==> config.mk <==
export PLATFORM = sky130hd
export DESIGN_NAME = punc_datapath
export DESIGN_NICKNAME = d
export VERILOG_FILES = /design/src/rtl/punc_datapath.sv
export SDC_FILE = /design/constraint.sdc
export NUM_CORES = 1
export LEC_CHECK = 0
export BUFFER_PORTS_ARGS = -buffer_cell sky130_fd_sc_hd__buf_2
export CAP_MARGIN = 20
export CORE_AREA = 2 2 108 100
export CTS_CLUSTER_DIAMETER = 40
export CTS_CLUSTER_SIZE = 12
export DETAILED_ROUTE_END_ITERATION = 8
export DIE_AREA = 0 0 110 102
export GPL_TIMING_DRIVEN = 0
export HOLD_SLACK_MARGIN = 0.03
export PLACE_DENSITY = 0.84
export SLEW_MARGIN = 0
export SYNTH_ARGS = -nofsm -noshare
export SYNTH_HDL_FRONTEND = slang
export SYNTH_SLANG_ARGS = --single-unit
==> constraint.sdc <==
create_clock -name clk -period 6.94 [get_ports clk]
set_input_delay 0.347 -clock clk [delete_from_list [all_inputs] [get_ports clk]]
set_output_delay 0.347 -clock clk [all_outputs]
set_load 0.1 [all_outputs]
==> src/rtl/punc_datapath.sv <==
// PUnC LC3 datapath: PC, IR, NZP flags and indirect store register, plus the
// ALU, immediate/offset sign-extension and the memory/register-file muxes.
module punc_datapath #(
   parameter logic [15:0] RESET_PC = 16'h0000
) (
   input  logic        clk,
   input  logic        rst,
   input  logic        pc_ld,
   input  logic        pc_clr,
   input  logic        pc_inc,
   input  logic        pc_data_sel,
   input  logic        pc_add_sel,
   input  logic        ir_ld,
   input  logic [1:0]  addr_mem_sel,
   input  logic [1:0]  w_rf_sel,
   input  logic [1:0]  sext_sel,
   input  logic        a_sel,
   input  logic        b_sel,
   input  logic [1:0]  alu_sel,
   input  logic        nzp_sel,
   input  logic        n_ld,
   input  logic        z_ld,
   input  logic        p_ld,
   input  logic        store_ld,
   input  logic [15:0] rf_r0_data,
   input  logic [15:0] rf_r1_data,
   input  logic [15:0] mem_r_data,
   output logic [15:0] IR,
   output logic [15:0] pc,
   output logic        n,
   output logic        z,
   output logic        p,
   output logic [15:0] mem_addr,
   output logic [15:0] mem_w_data,
   output logic [15:0] rf_w_data
);

   logic [15:0] pc_q, pc_d;
   logic [15:0] ir_q, ir_d;
   logic [15:0] store_q, store_d;
   logic        n_q, n_d, z_q, z_d, p_q, p_d;
   logic [15:0] imm, pc_off, pc_target;
   logic [15:0] alu_a, alu_b, alu_result, flag_v;

   always_comb begin
      unique case (sext_sel)
         2'd0:    imm = {{11{ir_q[4]}}, ir_q[4:0]};
         2'd1:    imm = {{10{ir_q[5]}}, ir_q[5:0]};
         2'd2:    imm = {{7{ir_q[8]}},  ir_q[8:0]};
         default: imm = {{5{ir_q[10]}}, ir_q[10:0]};
      endcase

      pc_off    = pc_add_sel ? {{7{ir_q[8]}}, ir_q[8:0]} : {{5{ir_q[10]}}, ir_q[10:0]};
      pc_target = pc_q + pc_off;

      alu_a = a_sel ? rf_r0_data : pc_q;
      alu_b = b_sel ? imm : rf_r1_data;
      unique case (alu_sel)
         2'b00:   alu_result = alu_a + alu_b;
         2'b01:   alu_result = alu_a & alu_b;
         2'b10:   alu_result = alu_a;
         default: alu_result = ~alu_a;
      endcase

      unique case (addr_mem_sel)
         2'd1:    mem_addr = alu_result;
         2'd2:    mem_addr = store_q;
         default: mem_addr = pc_q;
      endcase

      unique case (w_rf_sel)
         2'd0:    rf_w_data = pc_q;
         2'd1:    rf_w_data = mem_r_data;
         default: rf_w_data = alu_result;
      endcase

      mem_w_data = rf_r1_data;
   end

   // Next-state for every register is computed from the same pre-edge values.
   always_comb begin
      pc_d = pc_q;
      if (pc_clr)
         pc_d = RESET_PC;
      else if (pc_ld)
         pc_d = pc_data_sel ? alu_result : pc_target;
      else if (pc_inc)
         pc_d = pc_q + 16'd1;

      ir_d    = ir_ld    ? mem_r_data : ir_q;
      store_d = store_ld ? mem_r_data : store_q;

      flag_v = nzp_sel ? mem_r_data : alu_result;
      n_d = n_ld ? flag_v[15] : n_q;
      z_d = z_ld ? (flag_v == 16'd0) : z_q;
      p_d = p_ld ? (!flag_v[15] && (flag_v != 16'd0)) : p_q;
   end

   always_ff @(posedge clk or posedge rst) begin
      if (rst) begin
         pc_q    <= RESET_PC;
         ir_q    <= 16'd0;
         store_q <= 16'd0;
         n_q     <= 1'b0;
         z_q     <= 1'b1;
         p_q     <= 1'b0;
      end else begin
         pc_q    <= pc_d;
         ir_q    <= ir_d;
         store_q <= store_d;
         n_q     <= n_d;
         z_q     <= z_d;
         p_q     <= p_d;
      end
   end

   assign IR = ir_q;
   assign pc = pc_q;
   assign n  = n_q;
   assign z  = z_q;
   assign p  = p_q;

endmodule

* Word-level counts from Yosys, hierarchy flattened *
Index checks and enable logic that the tools add are counted.

operators by class
  add/sub/neg operators = 3
  equality and inequality tests = 7
  multiplexer cells = 12
  bitwise operators = 2
  reduce and logical (&&, ||, !) cells = 8

operators with widths
  operator                                       number
  2-to-1 mux 16 bit                              8
  case mux 16 bit (3 select lines)               2
  case mux 16 bit (2 select lines)               2
  adder 16 bit                                   2
  adder 16 x 1 -> 16 bit, second input constant  1
  AND 16 bit                                     1
  logical NOT 16 bit                             1
  NOT 16 bit                                     1
  nonzero test 16 bit                            1
  == test 2 x 1 -> 1 bit, second input constant  4
  == test 2 bit, second input constant           3
  logical NOT 2 bit                              3
  nonzero test 3 bit                             1
  logical AND 1 bit                              1
  logical NOT 1 bit                              1

word-level totals
  bits in registers = 51
  output and inout port bits = 83
  bits of input ports = 71
  logic and storage cells = 38

* Logic depth before layout (Yosys ltp) *
Gate-level depths: netlist (run 1).

  depth in word-level cells = 8
  depth in mapped cells = 17

* Worst setup path after synthesis (run 1) *
OpenSTA, ideal clock, no wires.

  kind = register -> output
  start = reg ir_q[4], in the netlist IR[4]
  end = out mem_addr[14]
  required time = 6593 ps
  cell stages (with the launch flop) = 17
  setup slack = 1128 ps
  arrival = 5465 ps
  path buffers = 0
  path through = dfrtp_1 nor2b_1 a211oi_1 a21oi_1 o21ai_0 nand2_1 o21a_1 ha_1 a21oi_1 o21bai_1 a221o_1 a31oi_1 xnor2_1 mux2i_1 a21oi_1 a22oi_1 o21ai_0

between the ends
  cells in the longest elaborated chain, start to end = 5
  elaborated cells between the ends (all ways) = 6
  classes of those cells = add/sub (1); mux (4); bitwise (1)

RTL lines
  item                                        line    source
  start, declared                             39      logic [15:0] ir_q, ir_d;
  start signal, assigned                      109     ir_q <= ir_d;
  case mux 16 bit (3 select lines) (*)        46      unique case (sext_sel)
  2-to-1 mux 16 bit (*)                       57      alu_b = b_sel ? imm : rf_r1_data;
  adder 16 bit or AND 16 bit (tied branches)  59, 60
  case mux 16 bit (3 select lines) (*)        58      unique case (alu_sel)
  case mux 16 bit (2 select lines) (*)        65      unique case (addr_mem_sel)
  end, declared                               33      output logic [15:0] mem_addr,

Every way passes the cells marked *; elsewhere a longest branch is shown, timed or not.

* Final worst setup path (run 1) *
  start = in b_sel
  end = out mem_addr[8]

between the ends
  cells in the longest elaborated chain, start to end = 4
  elaborated cells between the ends (all ways) = 5
  classes of those cells = add/sub (1); mux (3); bitwise (1)

RTL lines
  item                                        line    source
  start, declared                             18      input logic b_sel,
  2-to-1 mux 16 bit (*)                       57
  adder 16 bit or AND 16 bit (tied branches)  59, 60
  case mux 16 bit (3 select lines) (*)        58
  case mux 16 bit (2 select lines) (*)        65

Marked as above.

==> impl_results.rst, run 1 <==
.. list-table::
   :header-rows: 1

   * - Metric
     - Value
   * - Core region area
     - 10000 sq um
   * - Number of maximum-capacitance constraint violations
     - 0
   * - Port bufs
     - 145
   * - Detailed-route via count
     - 5614
   * - Leading cell types by total area after synthesis
     - sky130_fd_sc_hd__dfrtp_1 (23%), sky130_fd_sc_hd__mux2_2 (10%), sky130_fd_sc_hd__ha_1 (7.9%)
   * - Vias in the first global route
     - 5407
   * - Startpoint types
     - input pin
   * - Final worst path period need
     - 4710 ps
   * - Highest clock rate
     - 0.212 GHz
   * - Post-detailed-placement cell area
     - 6310 sq um
   * - CTS Buf Count
     - 5
   * - Clock slew seen by the registers of the worst setup and hold paths
     - 90 ps
   * - Synth Area per Inst
     - 8.24 sq um
   * - Area growth syn-to-layout
     - 19.2%
   * - Maximum vdd drop
     - 0.000154 V
   * - Gate Count Post-Synth
     - 656
   * - Path depth of the worst reg2reg path
     - 14
   * - Maximum cell stage delay along the critical path
     - 670 ps
   * - Area occupied by multi-input gates
     - 3800 sq um
   * - Final net count
     - 917
   * - Share of post-route cells with drive strength above 1
     - 0.287
   * - Share of power burned in combinational logic
     - 0.621
   * - Proportion of register bits with asynchronous set or reset after synthesis
     - 1.00
   * - Count of instances resized after the clock tree is built
     - 0
   * - Classification of the worst setup path
     - in -> out
   * - Placement Setup Slack
     - 2210 ps
   * - FF/Latch Area
     - 1280 sq um
   * - List of cells traversed by the critical path
     - clkbuf_1 > mux2_2 > ha_1 > fa_1 > a211oi_1 > o21ai_1 > and2_1 > a21boi_1 > xor2_1 > a221oi_1 > a22oi_1 > o21ai_0 > buf_2
   * - DRC violation total after the first TritonRoute iteration
     - 477
   * - Total Neg Setup Slack
     - 0 ps
   * - Number of sinks on the clock net
     - 51
   * - RSZ-0062 raised after global routing
     - no
   * - Layout Utilization
     - 0.643
   * - Number of antenna violations at the first check in global routing
     - 0
   * - #FFs+latches synth
     - 51
   * - Clock tree root driver cell
     - sky130_fd_sc_hd__clkbuf_8
   * - Total wire length
     - 17.5 mm
   * - Setup-failing EPs final
     - 0
   * - Final setup slack of the worst path
     - 2230 ps
   * - Standard-cell row count
     - 35
   * - Total Die Area
     - 11200 sq um
   * - Number of failing hold endpoints at the final stage
     - 0
   * - Maximum fanout along the worst path
     - 10
   * - Share of the yosys chip area belonging to registers
     - 0.236
   * - Number of instances on the worst hold path
     - 2
   * - Clock Skew
     - 9.05 ps
   * - Cell with the most instances after synthesis
     - sky130_fd_sc_hd__nand2_1
   * - Hold Crit Class
     - in -> reg
   * - Cell area power density
     - 241 nW/um^2
   * - Static leakage
     - 3.07 nW
   * - Top flip-flop cell by instance count after synthesis
     - sky130_fd_sc_hd__dfrtp_1
   * - Most numerous cell types in the synthesized netlist
     - sky130_fd_sc_hd__nand2_1 (66), sky130_fd_sc_hd__nor2_1 (59), sky130_fd_sc_hd__o21ai_0 (58), sky130_fd_sc_hd__dfrtp_1 (50), sky130_fd_sc_hd__mux2_2 (48)
   * - Crit share post-route
     - 0.679
   * - Library cell occupying the most area in the post-synthesis netlist
     - sky130_fd_sc_hd__dfrtp_1
   * - Post-synth top area share
     - 0.231
   * - TritonCTS clock tree
     - done
   * - Arrival time reported for the critical path endpoint
     - 4360 ps
   * - Maximum clock insertion buffer count
     - 2
   * - Fill cells
     - 888
   * - Chip Height
     - 102 microns
   * - Pin count of the biggest net entering global routing
     - 38
   * - Number of design rule violations left after detail routing
     - 0
   * - Clock network fraction of design power
     - 0.137
   * - Vias per cell
     - 5.97
   * - First-pass iteration count of the detailed router
     - 4
   * - Total power after layout
     - 1.55 mW
   * - Starting utilization of the core area
     - 0.539
   * - Status
     - finished clean
   * - Residual antenna-violating net count after detailed routing
     - 0
   * - Post-Syn Nets
     - 763
   * - Cell variety after synth
     - 64
   * - Slowest CP cell
     - sky130_fd_sc_hd__a221oi_1
   * - Top-level port count
     - 154
   * - Finished layout cell area
     - 6440 sq um
   * - Number of enable-type register cells in the synthesized netlist
     - 0
   * - Type of destination of the critical path
     - output port
   * - Half-perimeter wire length after detailed placement
     - 14.3 mm
   * - Sequential share of power
     - 0.243
   * - Number of H-tree levels
     - 2
   * - Clk_lat worst skew
     - 310 ps
   * - Critical Path RT
     - 6590 ps
   * - Final Wtd Congestion
     - 1.01
   * - First-pass GRT wire length
     - 27.2 mm
   * - Synthesized cell area
     - 5410 sq um
   * - Number of warning messages in the yosys log
     - 0
   * - Average detailed-routed wire length per instance
     - 18.6 microns
   * - NetSw
     - 0.855 mW
   * - DIE WIDTH
     - 110 microns
   * - Int Pwr
     - 0.699 mW
   * - Overall fraction of global-route tracks in use
     - 0.310
   * - Slew Limit Fails
     - 0
   * - Total congestion overflow after global routing
     - 0
   * - Switching Share
     - 0.550
   * - Transition time of the tightest slew-check pin
     - 795 ps
   * - Headroom to the max-slew limit
     - 0.465
==> layout by cell type (no fill, tap or decap), drive strengths merged, types with 4 or more instances in the layout <==
master	Yosys	layout
nand4	7	7
nor2b	5	5
o21ai	59	59
a211oi	15	15
a22oi	18	18
nor3	7	7
a21o	8	8
nand2	66	66
a31oi	5	5
inv	16	16
dfrtp	50	50
mux2i	29	29
nand3	10	10
a21oi	38	38
or3	6	6
o21a	10	10
nor2	60	60
buf	26	172
and3	7	7
mux2	51	51
or4	4	4
xor2	27	27
ha	34	34
o22ai	4	4
xnor2	22	22
clkbuf	27	33
==> kinds of logic after synthesis <==
logic type / Yosys count / synth area share
muxes: 80 / 0.162
and+or+nand+nor: 186 / 0.156
buffers and inverters: 69 / 0.0613
xor gates and xnor gates: 50 / 0.0835
DFF: 51 / 0.236
AOI/OAI and AO/OA: 184 / 0.215
adders and majority gates: 36 / 0.0861
==> final timing paths <==
| check | startpoint | to | slack [ps] |
|---|---|---|---|
| hold reg to reg | store_q[6] | store_q[6] | 520 |
| min in group asynchronous | rst | IR[13] | 550 |
| max in group asynchronous | rst | IR[2] | 5880 |
| setup reg to reg | IR[4] | z | 2970 |
| setup / recovery | b_sel | mem_addr[8] | 2230 |
| hold / removal | p_ld | p | 230 |
==> timing repair <==
action                    4_1_cts  5_1_grt
hold buffers                    1        0
hold endpoints to repair       13        0
buffers inserted                0        0
==> routing by layer <==
metal / share of wire / vias up / GRT usage / wire, microns
met5: 0 / - / 0 / 0
met4: 0.019 / 0 / 0.0847 / 325
met3: 0.076 / 31 / 0.0274 / 1330
met2: 0.49 / 262 / 0.536 / 8510
met1: 0.42 / 2652 / 0.415 / 7320
li1: - / 2669 / - / -
==> critical path: cells and delay by family <==
| family | cells | cell delay, ps |
|---|---|---|
| mux | 1 | 400 |
| buf+inv | 2 | 910 |
| xor+xnor | 1 | 100 |
| compound gates | 6 | 1740 |
| fa+ha+maj | 2 | 650 |
| simple gates | 1 | 210 |
==> power groups by stage <==
stage | combinational, mW | clock (mW) | sequential (mW)
final | 0.965 | 0.213 | 0.377
after global routing | 1.02 | 0.224 | 0.380
after CTS | 0.955 | 0.214 | 0.374
after detailed placement | 0.951 | 0 | 0.380
after global placement | 0.932 | 0 | 0.378
after floorplan | 0.622 | 0 | 0.517
==> sequential cells by signal, summed over array words and instances (netlist names) <==
register	count
IR	16
pc	16
store_q	16
n	1
p	1
z	1
==> stage by stage <==
step,hold slack [ps],instances
4_1_cts,229,940
5_1_grt,243,940
2_1_floorplan,432,656
3_5_place_dp,334,931
6_report,231,941
3_3_place_gp,485,930
==> layout make-up <==
class,count,share of cell area
diodes,1,0.000388
repair buffers,147,0.117
clock inverters,2,0.00544
multi-input cells,536,0.589
inverters,16,0.00932
clock buffers,6,0.0128
well taps,129,0.0250
plain buffers,53,0.0421
flip-flops and latches,51,0.198
Note: power is estimated with default switching activity, not from simulation.
==> run 2, diff against run 1 <==
--- a/config.mk
+++ b/config.mk
@@ -7,14 +7,14 @@
 export LEC_CHECK = 0
 export BUFFER_PORTS_ARGS = -buffer_cell sky130_fd_sc_hd__buf_2
 export CAP_MARGIN = 20
-export CORE_AREA = 2 2 108 100
+export CORE_AREA = 2 2 109 100
 export CTS_CLUSTER_DIAMETER = 40
 export CTS_CLUSTER_SIZE = 12
 export DETAILED_ROUTE_END_ITERATION = 8
-export DIE_AREA = 0 0 110 102
+export DIE_AREA = 0 0 111 102
 export GPL_TIMING_DRIVEN = 0
 export HOLD_SLACK_MARGIN = 0.03
-export PLACE_DENSITY = 0.84
+export PLACE_DENSITY = 0.83
 export SLEW_MARGIN = 0
 export SYNTH_ARGS = -nofsm -noshare
 export SYNTH_HDL_FRONTEND = slang
==> constraint.sdc (replaced) <==
create_clock -name clk -period 4.4 [get_ports clk]
set_input_delay 0.22 -clock clk [delete_from_list [all_inputs] [get_ports clk]]
set_output_delay 0.22 -clock clk [all_outputs]
set_load 0.1 [all_outputs]
==> impl_results.rst, run 2 (same netlist as run 1, synthesis figures left out) <==
.. list-table::
   :header-rows: 1

   * - Metric
     - Value
   * - Clock slew seen by the registers of the worst setup and hold paths
     - 70 ps (-20 ps)
   * - Critical Path RT
     - 4180 ps (-2410 ps)
   * - Number of failing hold endpoints at the final stage
     - 0 (unchanged)
   * - DRC violation total after the first TritonRoute iteration
     - 544 (+14%)
   * - Residual antenna-violating net count after detailed routing
     - 0 (unchanged)
   * - Most Frequent Cell on Critical Path
     - sky130_fd_sc_hd__a21oi_1
   * - First-pass iteration count of the detailed router
     - 5 (+1)
   * - Half-perimeter wire length after detailed placement
     - 14.6 mm (+1.9%)
   * - Worst path bufs/invs
     - 1 (-1)
   * - Number of sinks on the clock net
     - 51 (unchanged)
   * - Highest clock rate
     - 0.232 GHz
   * - Hold Crit Class
     - in -> reg
   * - Type of destination of the critical path
     - output port
   * - Share of post-route cells with drive strength above 1
     - 0.313 (+0.0255)
   * - Average detailed-routed wire length per instance
     - 19.6 microns (+5.6%)
   * - Fin cells
     - 941 (unchanged)
   * - Crit path max-delay family
     - compound AO/OA/AOI/OAI gates
   * - Area growth syn-to-layout
     - 22.4%
   * - Static leakage
     - 3.13 nW (+1.8%)
   * - Core region area
     - 10100 sq um (+0.87%)
   * - Vias per cell
     - 6.22 (+4.3%)
   * - Headroom to the max-slew limit
     - 0.438 (-0.0263)
   * - Antenna Diode Count
     - 0 (-1)
   * - RSZ-0062 raised after global routing
     - yes
   * - DIE WIDTH
     - 111 microns (+0.91%)
   * - Clock tree root driver cell
     - sky130_fd_sc_hd__clkbuf_16
   * - Startpoint types
     - flop
   * - Final worst path period need
     - 4320 ps
   * - Starting utilization of the core area
     - 0.535 (-0.00467)
   * - Top-level port count
     - 154 (unchanged)
   * - Final Wtd Congestion
     - 1.00 (-0.75%)
   * - Maximum clock insertion buffer count
     - 2 (unchanged)
   * - First-pass GRT wire length
     - 29.2 mm (+7.4%)
   * - Number of H-tree levels
     - 2 (unchanged)
   * - Maximum fanout along the worst path
     - 7 (-3)
   * - Slowest CP cell
     - sky130_fd_sc_hd__dfrtp_2
   * - Crit share post-route
     - 0.981
   * - Arrival time reported for the critical path endpoint
     - 4100 ps (-260 ps)
   * - Status
     - finished clean
   * - Port bufs
     - 145 (unchanged)
   * - Clk_lat worst skew
     - 290 ps (-20 ps)
   * - Pin count of the biggest net entering global routing
     - 37 (-2.6%)
   * - Number of maximum-capacitance constraint violations
     - 0 (unchanged)
   * - Maximum cell stage delay along the critical path
     - 490 ps (-180 ps)
   * - Final net count
     - 918 (+0.11%)
   * - Setup-failing EPs final
     - 0 (unchanged)
   * - Transition time of the tightest slew-check pin
     - 834 ps (+39.0 ps)
   * - Classification of the worst setup path
     - reg -> out
   * - Standard-cell row count
     - 35 (unchanged)
   * - Maximum vdd drop
     - 0.000213 V (+38%)
   * - Leading cell type in the layout, fill and taps excluded
     - sky130_fd_sc_hd__buf_2
   * - CTS Buf Count
     - 5 (unchanged)
   * - Clock Skew
     - 5.92 ps (-3.13 ps)
   * - Overall fraction of global-route tracks in use
     - 0.322 (+0.0117)
   * - Placed insts
     - 931 (unchanged)
   * - Detailed-route via count
     - 5855 (+4.3%)
   * - Post-detailed-placement cell area
     - 6350 sq um (+0.53%)
   * - Highest-count cells in the layout ignoring fill and taps
     - sky130_fd_sc_hd__buf_2 (143), sky130_fd_sc_hd__nand2_1 (65), sky130_fd_sc_hd__nor2_1 (59)
   * - List of cells traversed by the critical path
     - nor2b_1 > a211oi_1 > a21oi_1 > o211ai_1 > o21ai_0 > ha_1 > and3_1 > nand4_1 > a21oi_1 > nor3_1 > xor2_1 > a21oi_1 > a22oi_1 > o21ai_2 > buf_2
   * - Layout Utilization
     - 0.654 (+0.0116)
   * - TritonCTS clock tree
     - done
   * - Cell area power density
     - 397 nW/um^2 (+65%)
   * - Total wire length
     - 18.5 mm (+5.6%)
   * - Slew Limit Fails
     - 0 (unchanged)
   * - Number of design rule violations left after detail routing
     - 0 (unchanged)
   * - Finished layout cell area
     - 6620 sq um (+2.7%)
   * - Total Die Area
     - 11300 sq um (+0.91%)
   * - Vias in the first global route
     - 5733 (+6.0%)
   * - Number of antenna violations at the first check in global routing
     - 1 (+1)
   * - Total congestion overflow after global routing
     - 0 (unchanged)
   * - Chip Height
     - 102 microns (unchanged)
## run 2: cell count changes in the layout (fill, tap and decap cells not counted), moves of 2 or more
cell,delta
sky130_fd_sc_hd__a31oi_1,-2
sky130_fd_sc_hd__a221oi_1,-2
sky130_fd_sc_hd__a31oi_2,+2
sky130_fd_sc_hd__buf_2,-6
sky130_fd_sc_hd__o21ai_1,+8
sky130_fd_sc_hd__o21ai_0,-17
sky130_fd_sc_hd__buf_4,+4
sky130_fd_sc_hd__clkbuf_8,-5
sky130_fd_sc_hd__clkbuf_4,+2
sky130_fd_sc_hd__a21oi_1,-4
sky130_fd_sc_hd__a21oi_2,+4
sky130_fd_sc_hd__o21ai_2,+9
sky130_fd_sc_hd__clkbuf_16,+5
## run 2: layer usage
layer  track usage  share of wire  vias up  wire (microns)
li1              -              -     2671               -
met1         0.410           0.39     2773            7260
met2         0.567           0.48      336            8960
met3        0.0498          0.091       73            1670
met4         0.108          0.031        2             570
met5             0        0.00070        -              13
## run 2: area by class of cell
cell class | instances | area (sq um)
multi-input combinational | 536 | 3890
fill | 865 | 3500
sequential | 51 | 1280
timing repair buffer | 148 | 782
buffer | 53 | 272
tap | 129 | 161
clock buffer | 6 | 139
inverter | 16 | 60.1
clock inverter | 2 | 35.0
## run 2: final timing paths
path                        start            to  slack, ps  depth (start not counted)
max in group asynchronous     rst         IR[4]       3410                          4
setup reg to reg            pc[0]             p        380                         12
hold / removal               p_ld             p        120                          2
hold reg to reg            IR[11]        IR[11]        510                          1
setup / recovery            IR[4]  mem_addr[11]         80                         15
min in group asynchronous     rst        IR[13]        460                          3
## run 2: worst register-to-register path, stage by stage, from the launching register on
cell	delay (ps)
sky130_fd_sc_hd__dfrtp_1	520
sky130_fd_sc_hd__mux2_4	350
sky130_fd_sc_hd__ha_1	260
sky130_fd_sc_hd__fa_1	440
sky130_fd_sc_hd__xnor2_1	180
sky130_fd_sc_hd__nor2_1	50
sky130_fd_sc_hd__a21oi_1	120
sky130_fd_sc_hd__o21ai_0	230
sky130_fd_sc_hd__or4_1	470
sky130_fd_sc_hd__or4_1	420
sky130_fd_sc_hd__or4_1	450
sky130_fd_sc_hd__o31ai_2	290
sky130_fd_sc_hd__o22ai_1	140
## run 2: power by group
group | switching (mW) | total [mW] | internal [mW] | leakage (nW)
clock | 0.173 | 0.456 | 0.283 | 0.0868
sequential | 0.0849 | 0.601 | 0.516 | 0.616
combinational | 1.15 | 1.57 | 0.422 | 2.43
## run 2: repair_timing
| item | in CTS | in global routing |
|---|---|---|
| setup endpoints to repair | 5 | 12 |
| hold buffers | 1 | 0 |
| gates resized for setup | 5 | 16 |
| endpoints found under the hold margin | 14 | 0 |
| pin swaps | 0 | 3 |
| setup buffers | 0 | 1 |
## run 2: per-stage QoR
stage                     setup TNS, ps  power [mW]  setup WS (ps)  hold WS, ps
final                                 0        2.63           83.4          120
after global routing              -20.9        2.73          -18.6          120
after CTS                             0        2.58           34.5          121
after detailed placement              0        2.12           6.32          215
after global placement                0        2.08           34.1          404
after floorplan                    -531        1.81           -531          305
==> run 3, diff against run 2 <==
--- a/config.mk
+++ b/config.mk
@@ -7,14 +7,15 @@
 export LEC_CHECK = 0
 export BUFFER_PORTS_ARGS = -buffer_cell sky130_fd_sc_hd__buf_2
 export CAP_MARGIN = 20
-export CORE_AREA = 2 2 109 100
+export CORE_AREA = 2 2 108 100
+export CTS_BUF_LIST = sky130_fd_sc_hd__clkbuf_8
 export CTS_CLUSTER_DIAMETER = 40
 export CTS_CLUSTER_SIZE = 12
 export DETAILED_ROUTE_END_ITERATION = 8
-export DIE_AREA = 0 0 111 102
-export GPL_TIMING_DRIVEN = 0
+export DIE_AREA = 0 0 110 102
+export GPL_TIMING_DRIVEN = 1
 export HOLD_SLACK_MARGIN = 0.03
-export PLACE_DENSITY = 0.83
+export PLACE_DENSITY = 0.84
 export SLEW_MARGIN = 0
 export SYNTH_ARGS = -nofsm -noshare
 export SYNTH_HDL_FRONTEND = slang
==> impl_results.rst, run 3 (same netlist as run 1, synthesis figures left out) <==
.. list-table::
   :header-rows: 1

   * - Metric
     - Value
   * - Slew Limit Fails
     - 0 (unchanged)
   * - Transition time of the tightest slew-check pin
     - 1070 ps (+239 ps)
   * - Clk_lat worst skew
     - 310 ps (+20 ps)
   * - DIE WIDTH
     - 110 microns (-0.90%)
   * - TritonCTS clock tree
     - done
   * - Antenna Diode Count
     - 0 (unchanged)
   * - Residual antenna-violating net count after detailed routing
     - 0 (unchanged)
   * - Pin count of the biggest net entering global routing
     - 52 (+41%)
   * - Maximum clock insertion buffer count
     - 2 (unchanged)
   * - Number of failing hold endpoints at the final stage
     - 0 (unchanged)
   * - Final worst path period need
     - 4220 ps (-92.3 ps)
   * - RSZ-0062 raised after global routing
     - yes
   * - Number of design rule violations left after detail routing
     - 0 (unchanged)
   * - Hold Crit Class
     - in -> reg
   * - Clock slew seen by the registers of the worst setup and hold paths
     - 100 ps (+30 ps)
   * - Leading cell type in the layout, fill and taps excluded
     - sky130_fd_sc_hd__buf_2
   * - Worst Hold Launch
     - n_ld
   * - List of cells traversed by the critical path
     - nor2b_1 > a211oi_1 > a21oi_1 > o211ai_1 > o21ai_0 > ha_1 > a21oi_1 > o21ai_0 > a221o_1 > a31oi_1 > xnor2_1 > mux2i_1 > a21oi_2 > a22oi_1 > o21ai_1 > buf_6
   * - Standard-cell row count
     - 35 (unchanged)
   * - Worst setup startpoint
     - IR[4]
   * - Headroom to the max-slew limit
     - 0.285 (-0.154)
   * - Cell area power density
     - 398 nW/um^2 (+0.32%)
   * - Classification of the worst setup path
     - reg -> out
   * - Maximum cell stage delay along the critical path
     - 480 ps (about the same)
   * - Status
     - finished clean
   * - Number of maximum-capacitance constraint violations
     - 0 (unchanged)
   * - Port bufs
     - 153 (+5.5%)
   * - Detailed-route via count
     - 5774 (-1.4%)
   * - Number of antenna violations at the first check in global routing
     - 0 (-1)
   * - Total congestion overflow after global routing
     - 0 (unchanged)
   * - Static leakage
     - 3.05 nW (-2.6%)
   * - Vias per cell
     - 6.37 (+2.4%)
   * - Number of sinks on the clock net
     - 51 (unchanged)
   * - Highest clock rate
     - 0.237 GHz (+2.2%)
   * - Finished layout cell area
     - 6390 sq um (-3.4%)
   * - First-pass GRT wire length
     - 27.0 mm (-7.4%)
   * - Clock Skew
     - 8.43 ps (+2.52 ps)
   * - Share of post-route cells with drive strength above 1
     - 0.317 (+0.00379)
   * - Number of buffers inserted to repair setup after CTS
     - 0 (unchanged)
   * - Total wire length
     - 17.6 mm (-4.9%)
   * - Maximum fanout along the worst path
     - 7 (unchanged)
   * - Top-level port count
     - 154 (unchanged)
   * - Arrival time reported for the critical path endpoint
     - 4000 ps (-100 ps)
   * - DRC violation total after the first TritonRoute iteration
     - 542 (-0.37%)
   * - Final net count
     - 883 (-3.8%)
   * - Critical Path RT
     - 4180 ps (about the same)
   * - Starting utilization of the core area
     - 0.539 (+0.00467)
   * - Internal reg-to-reg setup slack
     - 410 ps (+30 ps)
   * - Crit share post-route
     - 0.960 (-0.0210)
   * - Maximum vdd drop
     - 0.000205 V (-3.9%)
   * - CTS Buf Count
     - 5 (unchanged)
   * - Startpoint types
     - flop
   * - Clock tree root driver cell
     - sky130_fd_sc_hd__clkbuf_8
   * - Total Die Area
     - 11200 sq um (-0.90%)
   * - Slowest CP cell
     - sky130_fd_sc_hd__dfrtp_1
   * - Placement Setup Slack
     - 350 ps (+344 ps)
   * - Area growth syn-to-layout
     - 18.2%
   * - Highest-count cells in the layout ignoring fill and taps
     - sky130_fd_sc_hd__buf_2 (148), sky130_fd_sc_hd__nand2_1 (66), sky130_fd_sc_hd__nor2_1 (59)
   * - Post-detailed-placement cell area
     - 6180 sq um (-2.7%)
   * - Core region area
     - 10000 sq um (-0.87%)
   * - Vias in the first global route
     - 5428 (-5.3%)
   * - Setup-failing EPs final
     - 0 (unchanged)
   * - Average detailed-routed wire length per instance
     - 19.4 microns (-1.2%)
   * - Layout Utilization
     - 0.638 (-0.0167)
   * - First-pass iteration count of the detailed router
     - 6 (+1)
   * - Number of H-tree levels
     - 2 (unchanged)
   * - Placed insts
     - 896 (-3.8%)
   * - Chip Height
     - 102 microns (unchanged)
   * - Half-perimeter wire length after detailed placement
     - 13.6 mm (-6.5%)
   * - Overall fraction of global-route tracks in use
     - 0.310 (-0.0115)
   * - Final setup slack of the worst path
     - 176 ps (+92.3 ps)
   * - Fin cells
     - 906 (-3.7%)
   * - Type of destination of the critical path
     - output port
   * - Startpoint of the worst-slack reg-to-reg timing path
     - IR[0]
   * - Final Wtd Congestion
     - 1.02 (+2.2%)
-- run 3: cell types whose count changed in the layout (fill, tap and decap cells not counted), moves of 2 or more --
cell,delta
sky130_fd_sc_hd__clkbuf_16,-5
sky130_fd_sc_hd__buf_1,-5
sky130_fd_sc_hd__clkbuf_8,+4
sky130_fd_sc_hd__buf_4,-8
sky130_fd_sc_hd__a21oi_2,-2
sky130_fd_sc_hd__clkbuf_1,-27
sky130_fd_sc_hd__buf_2,+5
sky130_fd_sc_hd__a21oi_1,+2
-- run 3: metrics by stage --
step           hold WS [ps]  total power [mW]  TNS [ps]
3_3_place_gp            404              2.07         0
4_1_cts                87.7              2.50         0
5_1_grt                94.3              2.65     -50.0
3_5_place_dp            419              2.11         0
2_1_floorplan           305              1.81      -531
6_report               89.5              2.54         0
-- run 3: path summary, 6_finish.rpt --
path / end / cells past startpoint
min reg2reg: IR[14] / 1
max reg2reg: p / 12
max in group asynchronous: z / 4
min: n / 2
min in group asynchronous: IR[15] / 3
max: mem_addr[14] / 16
-- run 3: final cells by class --
cell class,instances,area [sq um]
clock buffer,5,68.8
clock inverter,3,67.6
tap,129,161
timing repair buffer,166,895
fill,825,3630
sequential,51,1280
inverter,16,60.1
multi-input combinational,536,3860
-- run 3: timing repair --
item	4_1_cts	5_1_grt
setup endpoints to repair	0	11
hold buffers	0	1
gates resized for setup	0	14
hold endpoints to repair	0	7
-- run 3: worst max-delay path: cells and delay by family, from the launching register on --
family / cells / cell delay [ps]
compound gates: 11 / 2150
flops: 1 / 480
fa+ha+maj: 1 / 380
buf+inv: 1 / 260
simple gates: 1 / 170
xor+xnor: 1 / 140
mux: 1 / 120
-- run 3: power breakdown --
part / internal (mW) / total [mW] / leakage [nW] / switching, mW
Sequential: 0.516 / 0.580 / 0.617 / 0.0640
Combinational: 0.415 / 1.57 / 2.37 / 1.16
Clock: 0.227 / 0.393 / 0.0644 / 0.166
Total: 1.16 / 2.54 / 3.05 / 1.39
-- run 3: routing by layer --
| layer | share of wire | wire [microns] | global-route usage |
|---|---|---|---|
| met1 | 0.40 | 7070 | 0.425 |
| met2 | 0.45 | 7960 | 0.484 |
| met3 | 0.11 | 1870 | 0.0491 |
| met4 | 0.039 | 678 | 0.136 |
| met5 | 0 | 0 | 0 |
